`src/rtl/fp_mul_arbiter.sv`:
```
// -----------------------------------------------------------------------------
// fp_mul_arbiter
//
// Shares one external floating-point multiplier among NREQ requesters.
// Requesters hand over operand pairs on a valid/ready handshake; a round-robin
// arbiter issues at most one pair per cycle to the multiplier. A tag pipe that
// is MUL_LAT+1 stages deep carries the requester id alongside the operation so
// the product can be steered back into that requester's held response slot.
//
// Handshake semantics (both directions): a transfer happens on the rising edge
// where valid and ready are both high. On the request side, ready is a grant
// computed combinationally from valid, so valid must not depend on ready. On
// the response side, rsp_valid holds (with rsp_data stable) until rsp_ready.
//
// Ports
//   clk, rst_n          clock, asynchronous active-low reset
//   req_valid/req_ready per-requester request handshake (ready is one-hot or 0)
//   req_a, req_b        packed operands, requester i at [i*XLEN +: XLEN]
//   mul_a, mul_b        registered operands to the multiplier
//   mul_valid           registered, marks a real issue on mul_a/mul_b
//   mul_result          product from the multiplier, MUL_LAT cycles after issue
//   rsp_valid/rsp_ready per-requester response handshake
//   rsp_data            packed held products, same packing as req_a
//   busy                any requester has an operation outstanding
// -----------------------------------------------------------------------------
module fp_mul_arbiter #(
    parameter int XLEN    = 32,
    parameter int NREQ    = 4,
    parameter int MUL_LAT = 1
) (
    input  logic                 clk,
    input  logic                 rst_n,
    input  logic [NREQ-1:0]      req_valid,
    output logic [NREQ-1:0]      req_ready,
    input  logic [NREQ*XLEN-1:0] req_a,
    input  logic [NREQ*XLEN-1:0] req_b,
    output logic [XLEN-1:0]      mul_a,
    output logic [XLEN-1:0]      mul_b,
    output logic                 mul_valid,
    input  logic [XLEN-1:0]      mul_result,
    output logic [NREQ-1:0]      rsp_valid,
    input  logic [NREQ-1:0]      rsp_ready,
    output logic [NREQ*XLEN-1:0] rsp_data,
    output logic                 busy
);

    localparam int IDW  = (NREQ > 1) ? $clog2(NREQ) : 1;
    localparam int TAGS = MUL_LAT + 1;

    // Registered state
    logic [NREQ-1:0]            r_pending;
    logic [IDW-1:0]             r_last_grant;
    logic [XLEN-1:0]            r_mul_a;
    logic [XLEN-1:0]            r_mul_b;
    logic                       r_mul_valid;
    logic [TAGS-1:0]            r_tag_v;
    logic [TAGS-1:0][IDW-1:0]   r_tag_id;
    logic [NREQ-1:0]            r_rsp_valid;
    logic [NREQ-1:0][XLEN-1:0]  r_rsp_data;

    // Combinational signals
    logic [NREQ-1:0]            w_elig;
    logic [NREQ-1:0]            w_grant;
    logic [NREQ-1:0]            w_consume;
    logic [IDW-1:0]             w_grant_id;
    logic [IDW-1:0]             w_idx;
    logic                       w_any;
    logic [IDW-1:0]             w_cap_id;
    logic                       w_cap;

    // (base + k) mod NREQ for k in 1..NREQ; one conditional subtract suffices
    // because base < NREQ.
    function automatic logic [IDW-1:0] wrap_add(input logic [IDW-1:0] base, input int k);
        int s;
        s = int'(base) + k;
        if (s >= NREQ) s = s - NREQ;
        return IDW'(s);
    endfunction

    // A requester whose response is consumed this cycle still reads as
    // pending here, so it can only win again next cycle.
    assign w_elig    = req_valid & ~r_pending;
    assign w_consume = r_rsp_valid & rsp_ready;

    // Round-robin search starting just after the last winner.
    always_comb begin
        w_any      = 1'b0;
        w_grant_id = '0;
        w_idx      = '0;
        w_grant    = '0;
        for (int k = 1; k <= NREQ; k++) begin
            w_idx = wrap_add(r_last_grant, k);
            if (!w_any && w_elig[w_idx]) begin
                w_any      = 1'b1;
                w_grant_id = w_idx;
            end
        end
        if (!rst_n) begin
            w_any = 1'b0;
        end
        if (w_any) begin
            w_grant[w_grant_id] = 1'b1;
        end
    end

    // Issue path, tag pipe, pending bookkeeping.
    always_ff @(posedge clk or negedge rst_n) begin
        if (!rst_n) begin
            r_pending    <= '0;
            r_last_grant <= IDW'(NREQ - 1);
            r_mul_a      <= '0;
            r_mul_b      <= '0;
            r_mul_valid  <= 1'b0;
            r_tag_v      <= '0;
            r_tag_id     <= '0;
        end else begin
            r_mul_valid <= w_any;
            if (w_any) begin
                r_mul_a      <= req_a[int'(w_grant_id)*XLEN +: XLEN];
                r_mul_b      <= req_b[int'(w_grant_id)*XLEN +: XLEN];
                r_last_grant <= w_grant_id;
            end
            // Idle cycles push an invalid tag so the pipe stays in step with
            // the multiplier's fixed latency.
            r_tag_v   <= {r_tag_v[TAGS-2:0], w_any};
            r_tag_id  <= {r_tag_id[TAGS-2:0], w_grant_id};
            // Grant needs !pending and capture needs pending, so the set and
            // clear terms never hit the same bit in one cycle.
            r_pending <= (r_pending | w_grant) & ~w_consume;
        end
    end

    assign w_cap    = r_tag_v[TAGS-1];
    assign w_cap_id = r_tag_id[TAGS-1];

    // Response slots: captured from mul_result when the last tag stage is
    // valid, held until consumed. Data is left in place after consume.
    always_ff @(posedge clk or negedge rst_n) begin
        if (!rst_n) begin
            r_rsp_valid <= '0;
            r_rsp_data  <= '0;
        end else begin
            for (int i = 0; i < NREQ; i++) begin
                if (w_cap && (w_cap_id == IDW'(i))) begin
                    r_rsp_valid[i] <= 1'b1;
                    r_rsp_data[i]  <= mul_result;
                end else if (w_consume[i]) begin
                    r_rsp_valid[i] <= 1'b0;
                end
            end
        end
    end

    assign req_ready = w_grant;
    assign mul_a     = r_mul_a;
    assign mul_b     = r_mul_b;
    assign mul_valid = r_mul_valid;
    assign rsp_valid = r_rsp_valid;
    assign rsp_data  = r_rsp_data;
    assign busy      = |r_pending;

endmodule

```
`config.mk`:
```
export PLATFORM = sky130hd
export DESIGN_NAME = fp_mul_arbiter
export DESIGN_NICKNAME = d
export VERILOG_FILES = /design/src/rtl/fp_mul_arbiter.sv
export SDC_FILE = /design/constraint.sdc
export NUM_CORES = 1
export LEC_CHECK = 0
export BUFFER_PORTS_ARGS = -buffer_cell sky130_fd_sc_hd__buf_2
export CORE_AREA = 2 2 197 199
export CTS_BUF_LIST = sky130_fd_sc_hd__clkbuf_4 sky130_fd_sc_hd__clkbuf_8 sky130_fd_sc_hd__clkbuf_16
export DETAILED_ROUTE_END_ITERATION = 7
export DIE_AREA = 0 0 199 201
export HOLD_SLACK_MARGIN = 0.05
export PLACE_DENSITY = 0.58
export SKIP_CTS_REPAIR_TIMING = 1
export SLEW_MARGIN = 20
export SYNTH_ARGS = -nofsm -noshare
export SYNTH_HDL_FRONTEND = slang
export SYNTH_SLANG_ARGS = --single-unit
```
`constraint.sdc`:
```
create_clock -name clk -period 4.6 [get_ports clk]
set_input_delay 0 -clock clk [delete_from_list [all_inputs] [get_ports clk]]
set_output_delay 0 -clock clk [all_outputs]
set_load 0.02 [all_outputs]
```
-- Yosys cells after proc, flatten, opt, wreduce, memory -nomap -nowiden
Index checks and enable logic that the tools add are counted.
- mux-type cells: 32
- shifts and indexed selects: 2
- div/mod/pow operators: 0
- equality and inequality tests: 3
- bitwise gates (word level): 6
- order comparisons: 10
- multipliers: 0
- reduce and logical (&&, ||, !) cells: 17
- $add $sub $neg: 8
- operator list (cell ; number):
    variable part select 128 x 8 -> 32 bit ; 2
    2-to-1 mux 1 bit ; 18
    2-to-1 mux 2 bit ; 8
    less-than comparator 2 x 3 -> 1 bit, second input constant ; 5
    AND 4 bit ; 3
    >= comparator 3 bit, second input constant ; 3
    binary-select mux 1 bit (select 2 bit) ; 4
    logical AND 1 bit ; 8
    inverter 4 bit ; 2
    nonzero test 2 bit ; 4
    subtractor 2 x 1 -> 2 bit, second input constant ; 4
    adder 2 x 2 -> 3 bit, second input constant ; 2
    adder 2 x 3 -> 4 bit, second input constant ; 1
    equality test 2 bit, second input constant ; 2
    >= comparator 4 x 3 -> 1 bit, second input constant ; 1
    2-to-1 mux 4 bit ; 1
    OR 4 bit ; 1
    OR reduction 4 bit ; 1
    adder 2 x 1 -> 3 bit, second input constant ; 1
    logical NOT 1 bit ; 3
    demux 1 bit (select 2 bit) ; 1
    equality test 2 x 1 -> 1 bit, second input constant ; 1
    >= comparator 2 x 1 -> 1 bit, second input constant ; 1
    logical NOT 2 bit ; 1
- register bits after elaboration: 209
- word-level logic and storage cells: 94
- memory bits (read-only): 0
- bits in latches: 0
- output and inout port bits: 202
- RAM bits: 0
- bits of input ports: 298
- memories kept: 0

-- Logic depth before layout (Yosys ltp)
Gate-level depths: netlist (run 1).
- depth in word-level cells: 22
- depth in mapped cells: 8
- mapped depth without buffers: 6

-- Least setup slack after synthesis (run 1)
Ideal clock, no wire load.
- kind: register -> register
- start: register r_last_grant[0]
- end: register r_pending[0]
- data arrival time: 1.991 ns
- setup slack: 2.529 ns
- cell stages (with the launch flop): 9
- data required time: 4.520 ns
- setup time: 0.080 ns
- path buffers: 2
- period minus slack after synthesis: 2.071 ns
- cell sequence: dfstp_2 -> inv_1 -> a221oi_1 -> o21a_1 -> buf_4 -> buf_6 -> inv_1 -> nor3_1 -> a2bb2oi_1
- cells in the longest elaborated chain, start to end: 22
- elaborated cells on any way between the ends: 47
- those cells by class: 8 x add/sub; 6 x order compare; 24 x mux; 2 x bitwise; 7 x reduce/logical
- RTL lines (item ; RTL line ; text):
    start, declared ; 52 ; logic [IDW-1:0] r_last_grant;
    start signal, assigned ; 110 ; r_last_grant <= IDW'(NREQ - 1);
    start signal, assigned ; 121 ; r_last_grant <= w_grant_id;
    adder 2 x 1 -> 3 bit ; 75 ; s = int'(base) + k;
    >= comparator 3 bit / subtractor 2 x 1 -> 2 bit (equally long branches) ; 76 ; if (s >= NREQ) s = s - NREQ;
    2-to-1 mux 2 bit ; 76 ;
    binary-select mux 1 bit (select 2 bit) ; 93 ; if (!w_any && w_elig[w_idx]) begin
    2-to-1 mux 1 bit (not written as such) ; 93 ;
    2-to-1 mux 1 bit ; 93 ;
    logical NOT 1 bit ; 93 ;
    logical AND 1 bit ; 93 ;
    [7 not listed] ; - ;
    via w_grant_id[0] ; 65 ; logic [IDW-1:0] w_grant_id;
    less-than comparator 2 x 3 -> 1 bit (not written as such) / >= comparator 2 x 1 -> 1 bit (equally long branches) ; 102 ; w_grant[w_grant_id] = 1'b1;
    logical AND 1 bit (not written as such) ; 102 ;
    2-to-1 mux 1 bit (not written as such) ; 102 ;
    demux 1 bit (select 2 bit) (*) ; 102 ;
    2-to-1 mux 4 bit (*) ; 101 ; if (w_any) begin
    via req_ready[0] ; 34 ; output logic [NREQ-1:0] req_ready,
    OR 4 bit (*) ; 129 ; r_pending <= (r_pending | w_grant) & ~w_consume;
    AND 4 bit (*) ; 129 ;
    end signal, assigned ; 129 ;
    end, declared ; 51 ; logic [NREQ-1:0] r_pending;
The timed path passes the listed nets; every way through them passes the cells marked *. The select of a mux whose other input is x is not followed.
A chain may end at the register's enable or synchronous reset.

-- Final worst setup path (run 1)
- start: register r_pending[2]
- end: register r_mul_a[0], in the netlist mul_a[0]
- cells in the longest elaborated chain, start to end: 15
- elaborated cells on any way between the ends: 26
- those cells by class: 1 x shift; 17 x mux; 2 x bitwise; 6 x reduce/logical
- RTL lines (item ; RTL line ; text):
    inverter 4 bit (*) ; 82 ; assign w_elig = req_valid & ~r_pending;
    AND 4 bit (*) ; 82 ;
    binary-select mux 1 bit (select 2 bit) ; 93 ;
    2-to-1 mux 1 bit (not written as such) ; 93 ;
    2-to-1 mux 1 bit ; 93 ;
    logical NOT 1 bit ; 93 ;
    logical AND 1 bit ; 93 ;
    2-to-1 mux 1 bit ; 93 ;
    logical NOT 1 bit ; 93 ;
    logical AND 1 bit ; 93 ;
    2-to-1 mux 1 bit ; 93 ;
    logical NOT 1 bit ; 93 ;
    logical AND 1 bit ; 93 ;
    2-to-1 mux 2 bit / 2-to-1 mux 1 bit (equally long branches) ; 93 ;
    variable part select 128 x 8 -> 32 bit / 2-to-1 mux 1 bit (equally long branches) ; 119, 98 ;
    end signal, assigned ; 119 ; r_mul_a <= req_a[int'(w_grant_id)*XLEN +: XLEN];
    end, declared ; 53 ; logic [XLEN-1:0] r_mul_a;
Mark *: on every way between the ends. The rest lies on a longest branch, timed or not. The select of a mux whose other input is x is not followed.

==> results of run 1 <==
==> cells in the final DEF (no fill, tap or decap), types with 4 or more instances in the layout <==
cell type,Yosys,layout
mux2_2,128,128
a221oi_1,25,25
buf_4,9,9
nand2_1,4,4
clkbuf_8,0,5
clkbuf_16,0,27
a221oi_2,40,40
nor2_1,65,65
buf_2,13,498
mux2i_1,128,128
o21ai_0,4,4
dfrtp_1,206,206
dlygate4sd3_1,0,229
inv_1,7,7
clkbuf_4,0,8
nor2b_1,5,5
==> flip-flops by register name (all words and copies together) (netlist names) <==
name and count:
w_cap_id 2, mul_a 32, r_pending 4, rsp_valid 4
r_tag_v 2, mul_b 32, rsp_data 128, r_tag_id 2
r_last_grant 2
==> metrics by stage <==
step	instances	area, um2	utilization (%)
floorplan	688	9580	-
global placement	1669	12600	33.1
detailed placement	1669	12600	33.1
CTS	1716	13500	35.4
global route	1946	15800	41.5
finish	1946	15800	41.5
==> cell type report <==
| class | count | share of cell area, % |
|---|---|---|
| inverters | 8 | 0.190 |
| clock inverters | 7 | 0.570 |
| repair buffers | 740 | 31.2 |
| flip-flops and latches | 208 | 33.0 |
| well taps | 518 | 4.10 |
| multi-input cells | 424 | 25.9 |
| clock buffers | 40 | 5.09 |
| diodes | 1 | 0.0158 |
==> final timing paths <==
path                                         from                        end  slack [ps]  cells after the start
setup / recovery           r_pending[2]$_DFF_PN0_       mul_a[0]$_DFFE_PN0P_         840                      8
min in group clk                     req_valid[3]      r_tag_id[1]$_DFF_PN0_         140                      4
max in group asynchronous                   rst_n  rsp_data[120]$_DFFE_PN0P_        3350                      3
hold / removal                              rst_n   rsp_data[50]$_DFFE_PN0P_          50                      2
setup reg to reg           r_pending[2]$_DFF_PN0_       mul_a[0]$_DFFE_PN0P_         840                      8
hold reg to reg             r_tag_id[0]$_DFF_PN0_      w_cap_id[0]$_DFF_PN0_         350                      0
==> worst max-delay path, stage by stage, from the launching register on <==
cell and delay [ps]:
dfrtp_1 400, nand2b_1 170, a221oi_1 340, o21a_4 710, buf_12 380, mux2i_1 290
dlygate4sd3_1 620, a221oi_2 60, dlygate4sd3_1 590
==> power breakdown <==
part           internal [W]  leakage (nW)  switching [W]  total (W)
clock               0.00131         0.446       0.000795    0.00211
sequential          0.00277          2.39       0.000491    0.00326
combinational       0.00298          4.59        0.00328    0.00626
total               0.00706          7.43        0.00457     0.0116
==> kinds of logic (layout without fill, tap and decap cells) <==
kind of cell | Yosys count | after routing
AOI/OAI and AO/OA | 81 | 81
buffers and inverters | 56 | 795
DFF | 208 | 208
muxes | 256 | 256
other | 0 | 1
and+or+nand+nor | 87 | 87
==> per-layer routing <==
metal,up-vias,share of wire [%],GRT usage (%)
met1,4247,40,19.0
met5,-,0.064,0
met3,65,7.1,3.55
li1,3999,-,-
met2,373,50,26.1
met4,4,2.6,4.08
==> metrics, run 1 <==
status complete, no violations; endpoints failing setup 0; largest fanout on the critical path 48; Die ar. 40000 um2; Rows 72; Yosys top cell area share 53.8%; drt pass-1 iters 4; clk sinks 208; # DRC 0; area of the multi-input gates 4090 um2; starting density of the core 25.1%; grt ovf 0; Clock Path Buffers 3; CTS tree yes; vias 8688; register area share after synthesis 54.4%; Die Wd 199 um; Yosys reg bits 208; Final Power 0.0116 W; Hold Path Class primary input to asynchronous set/reset pin; Clk Latency, worst-skew pair 530 ps; htree depth 1; Register Area 5210 um2; Final Wtd Congestion 0.855; RSZ-0062 raised after global routing no; Worst EP arrival 4170 ps; max-slew violations 0; post-synthesis compound-gate area fraction 10.0%; Yosys warning total 0; initial antenna violation count 6; Iter 0 DRT Violations 261; Area Overhead vs Synth 65.0%; syn_area_per_cell 13.9 um2; EDFF count, synth 0; maximum vdd drop 281 uV; setup tns final 0 ps; power density over the cells 736 nW/um2; Post-Syn Instances 688; max-cap viol count 0; FILL cells 3673; area leader, netlist dfrtp_1; clock root cell clkbuf_16; adder-cell share of the synthesized area 0%; routed len/inst 17.8 um; CORE AREA 38100 um2; fraction of layout cells with a size suffix above 1 51.6%; Tcrit/Tclk final 81.7%; first-pass GRT wire length 46800 um; most common cell in the synthesized netlist dfrtp_1; HPWL Detailed 23700 um; Tmin final 3760 ps; Fin Clk Skew 8.55 ps; largest net degree at the start of global routing 127; FMAX 0.266 GHz; critical path capture point type flop; worst setup margin 842 ps; Worst-path clk slew 60 ps; vias in the first global route 7860; critical path startpoint category flop; CTS buffer count 26; Final ANT Viol Nets 0; XOR/XNOR Fraction of Synth Area 0%; Die Span Y 201 um; Final #Nets 1706; most common flop cell mapped by yosys dfrtp_1; worst-margin pin slew 921 ps; Area contributors post-synth dfrtp_1, mux2_2, mux2i_1; Total GRT Usage 15.2%; Post-synth top cells dfrtp_1, mux2_2, mux2i_1, nor2_1, a221oi_2; largest family of logic cells by synthesized area multiplexers; DRT Wirelength 34600 um; Hold WS 52.6 ps; area share of and/or/nand/nor cells after synthesis 3.98%; Slew headroom 38.5%; Worst Setup Path Type flop to flop; post-synth net total 986; Cell variety after synth 36; Port Buffers 499; Mapped Area 9580 um2; dpl ws 1880 ps; via/cell ratio 4.46; Ports 500; total leakage power 7.43 nW; mux cell area share after synthesis 28.4%; critical path data required time 5010 ps; asr flop ratio synth 100%; final hold viol count 0
(Power assumes the default switching activity.)
==> inputs of run 2 (changes only) <==
Settings changed: PLACE_DENSITY 0.58 to 0.6.
Clock period 4.6 ns to 3.31 ns, I/O delays scaled along.
==> run 2 against run 1 <==
Against the previous run: worst setup slack worse by 480 ps; register-to-register slack worse by 480 ps; first-iteration DRC count rose by 30%; critical path type unchanged.
==> metrics, run 2 (same netlist as run 1, synthesis figures left out) <==
drt pass-1 iters 5; via/cell ratio 4.52; # DRC 0; Clk Latency, worst-skew pair 520 ps; final hold viol count 0; largest fanout on the critical path 31; vias in the first global route 7914; Tcrit/Tclk final 89.0%; Total GRT Usage 15.2%; Tmin final 2950 ps; final core utilization 43.1%; first-pass GRT wire length 46700 um; commonest non-fill, non-tap cell in the layout buf_2; Die Wd 199 um; critical path startpoint category flop; Iter 0 DRT Violations 340; FMAX 0.339 GHz; grt ovf 0; Ports 500; max-cap viol count 0; setup tns final 0 ps; Die Span Y 201 um; RSZ-0062 raised after global routing no; Placed Area 12700 um2; Final Power 0.0158 W; routed len/inst 18.0 um; CTS buffer count 24; starting density of the core 25.1%; worst-margin pin slew 914 ps; Area Overhead vs Synth 71.6%; largest net degree at the start of global routing 60; HPWL Detailed 24300 um; CTS tree yes; critical path capture point type flop; FILL cells 3470; Port Buffers 499; Die ar. 40000 um2; Final Cell Area 16400 um2; fraction of layout cells with a size suffix above 1 49.5%; Hold Path Class primary input to flop; Final ANT Viol Nets 0; max-slew violations 0; Fin Clk Skew 11.2 ps; total leakage power 7.74 nW; Worst-path clk slew 70 ps; status complete, no violations; Worst Setup Path Type flop to flop; Rows 72; Final Wtd Congestion 0.848; Worst EP arrival 3350 ps; most frequent cells in the layout buf_2, dlygate4sd3_1, dfrtp_1; htree depth 1; max FFs per register 128; initial antenna violation count 4; power density over the cells 961 nW/um2; DRT Wirelength 36400 um; vias 9120; Slew headroom 38.9%; Hold WS 199 ps; critical path data required time 3710 ps; Clock Path Buffers 3; endpoints failing setup 0; clock root cell clkbuf_16; Final #Nets 1780; maximum vdd drop 411 uV; CORE AREA 38100 um2; clk sinks 208
[run 2: metrics by stage]
stage | instances | setup WS [ps]
floorplan | 688 | 1240
global placement | 1679 | 762
detailed placement | 1679 | 699
CTS | 1720 | 351
global route | 2018 | 181
finish | 2019 | 362
[run 2: final timing paths]
kind | from | end | slack [ps] | depth (start not counted)
max | r_pending[2]$_DFF_PN0_ | mul_b[8]$_DFFE_PN0P_ | 360 | 7
min | req_valid[3] | r_tag_id[1]$_DFF_PN0_ | 200 | 4
max reg2reg | r_pending[2]$_DFF_PN0_ | mul_b[8]$_DFFE_PN0P_ | 360 | 7
min reg2reg | r_tag_id[1]$_DFF_PN0_ | w_cap_id[1]$_DFF_PN0_ | 350 | 0
max in group asynchronous | rst_n | mul_a[21]$_DFFE_PN0P_ | 1860 | 4
min in group asynchronous | rst_n | rsp_data[82]$_DFFE_PN0P_ | 220 | 3
[run 2: layout make-up]
| class | count | area [um2] | area share (%) |
|---|---|---|---|
| diodes | 4 | 10.0 | 0.0609 |
| clock buffers | 35 | 713 | 4.34 |
| clock inverters | 6 | 35.0 | 0.213 |
| inverters | 8 | 30.0 | 0.183 |
| multi-input cells | 424 | 4090 | 24.9 |
| flip-flops and latches | 208 | 5210 | 31.7 |
| well taps | 518 | 648 | 3.94 |
| repair buffers | 816 | 5700 | 34.7 |
[run 2: power by group]
part	switching, W	leakage (nW)	internal (W)
logic	0.00462	4.97	0.00411
clock network	0.00105	0.375	0.00149
registers	0.000692	2.39	0.00384
total	0.00636	7.74	0.00944
[run 2: routing by layer]
layer	GRT usage (%)	wire length, um	vias to the layer above
met5	0	0	-
met2	26.3	18300	398
met1	18.8	14400	4482
li1	-	-	4169
met4	4.34	1030	0
met3	3.60	2590	71
[run 2: critical path: stages, from the launching register on]
cell and delay (ps):
dfrtp_1 400, nand2b_1 170, a221oi_1 350, o21a_4 520, buf_12 310, mux2i_1 110
dlygate4sd3_1 590, a221oi_1 320
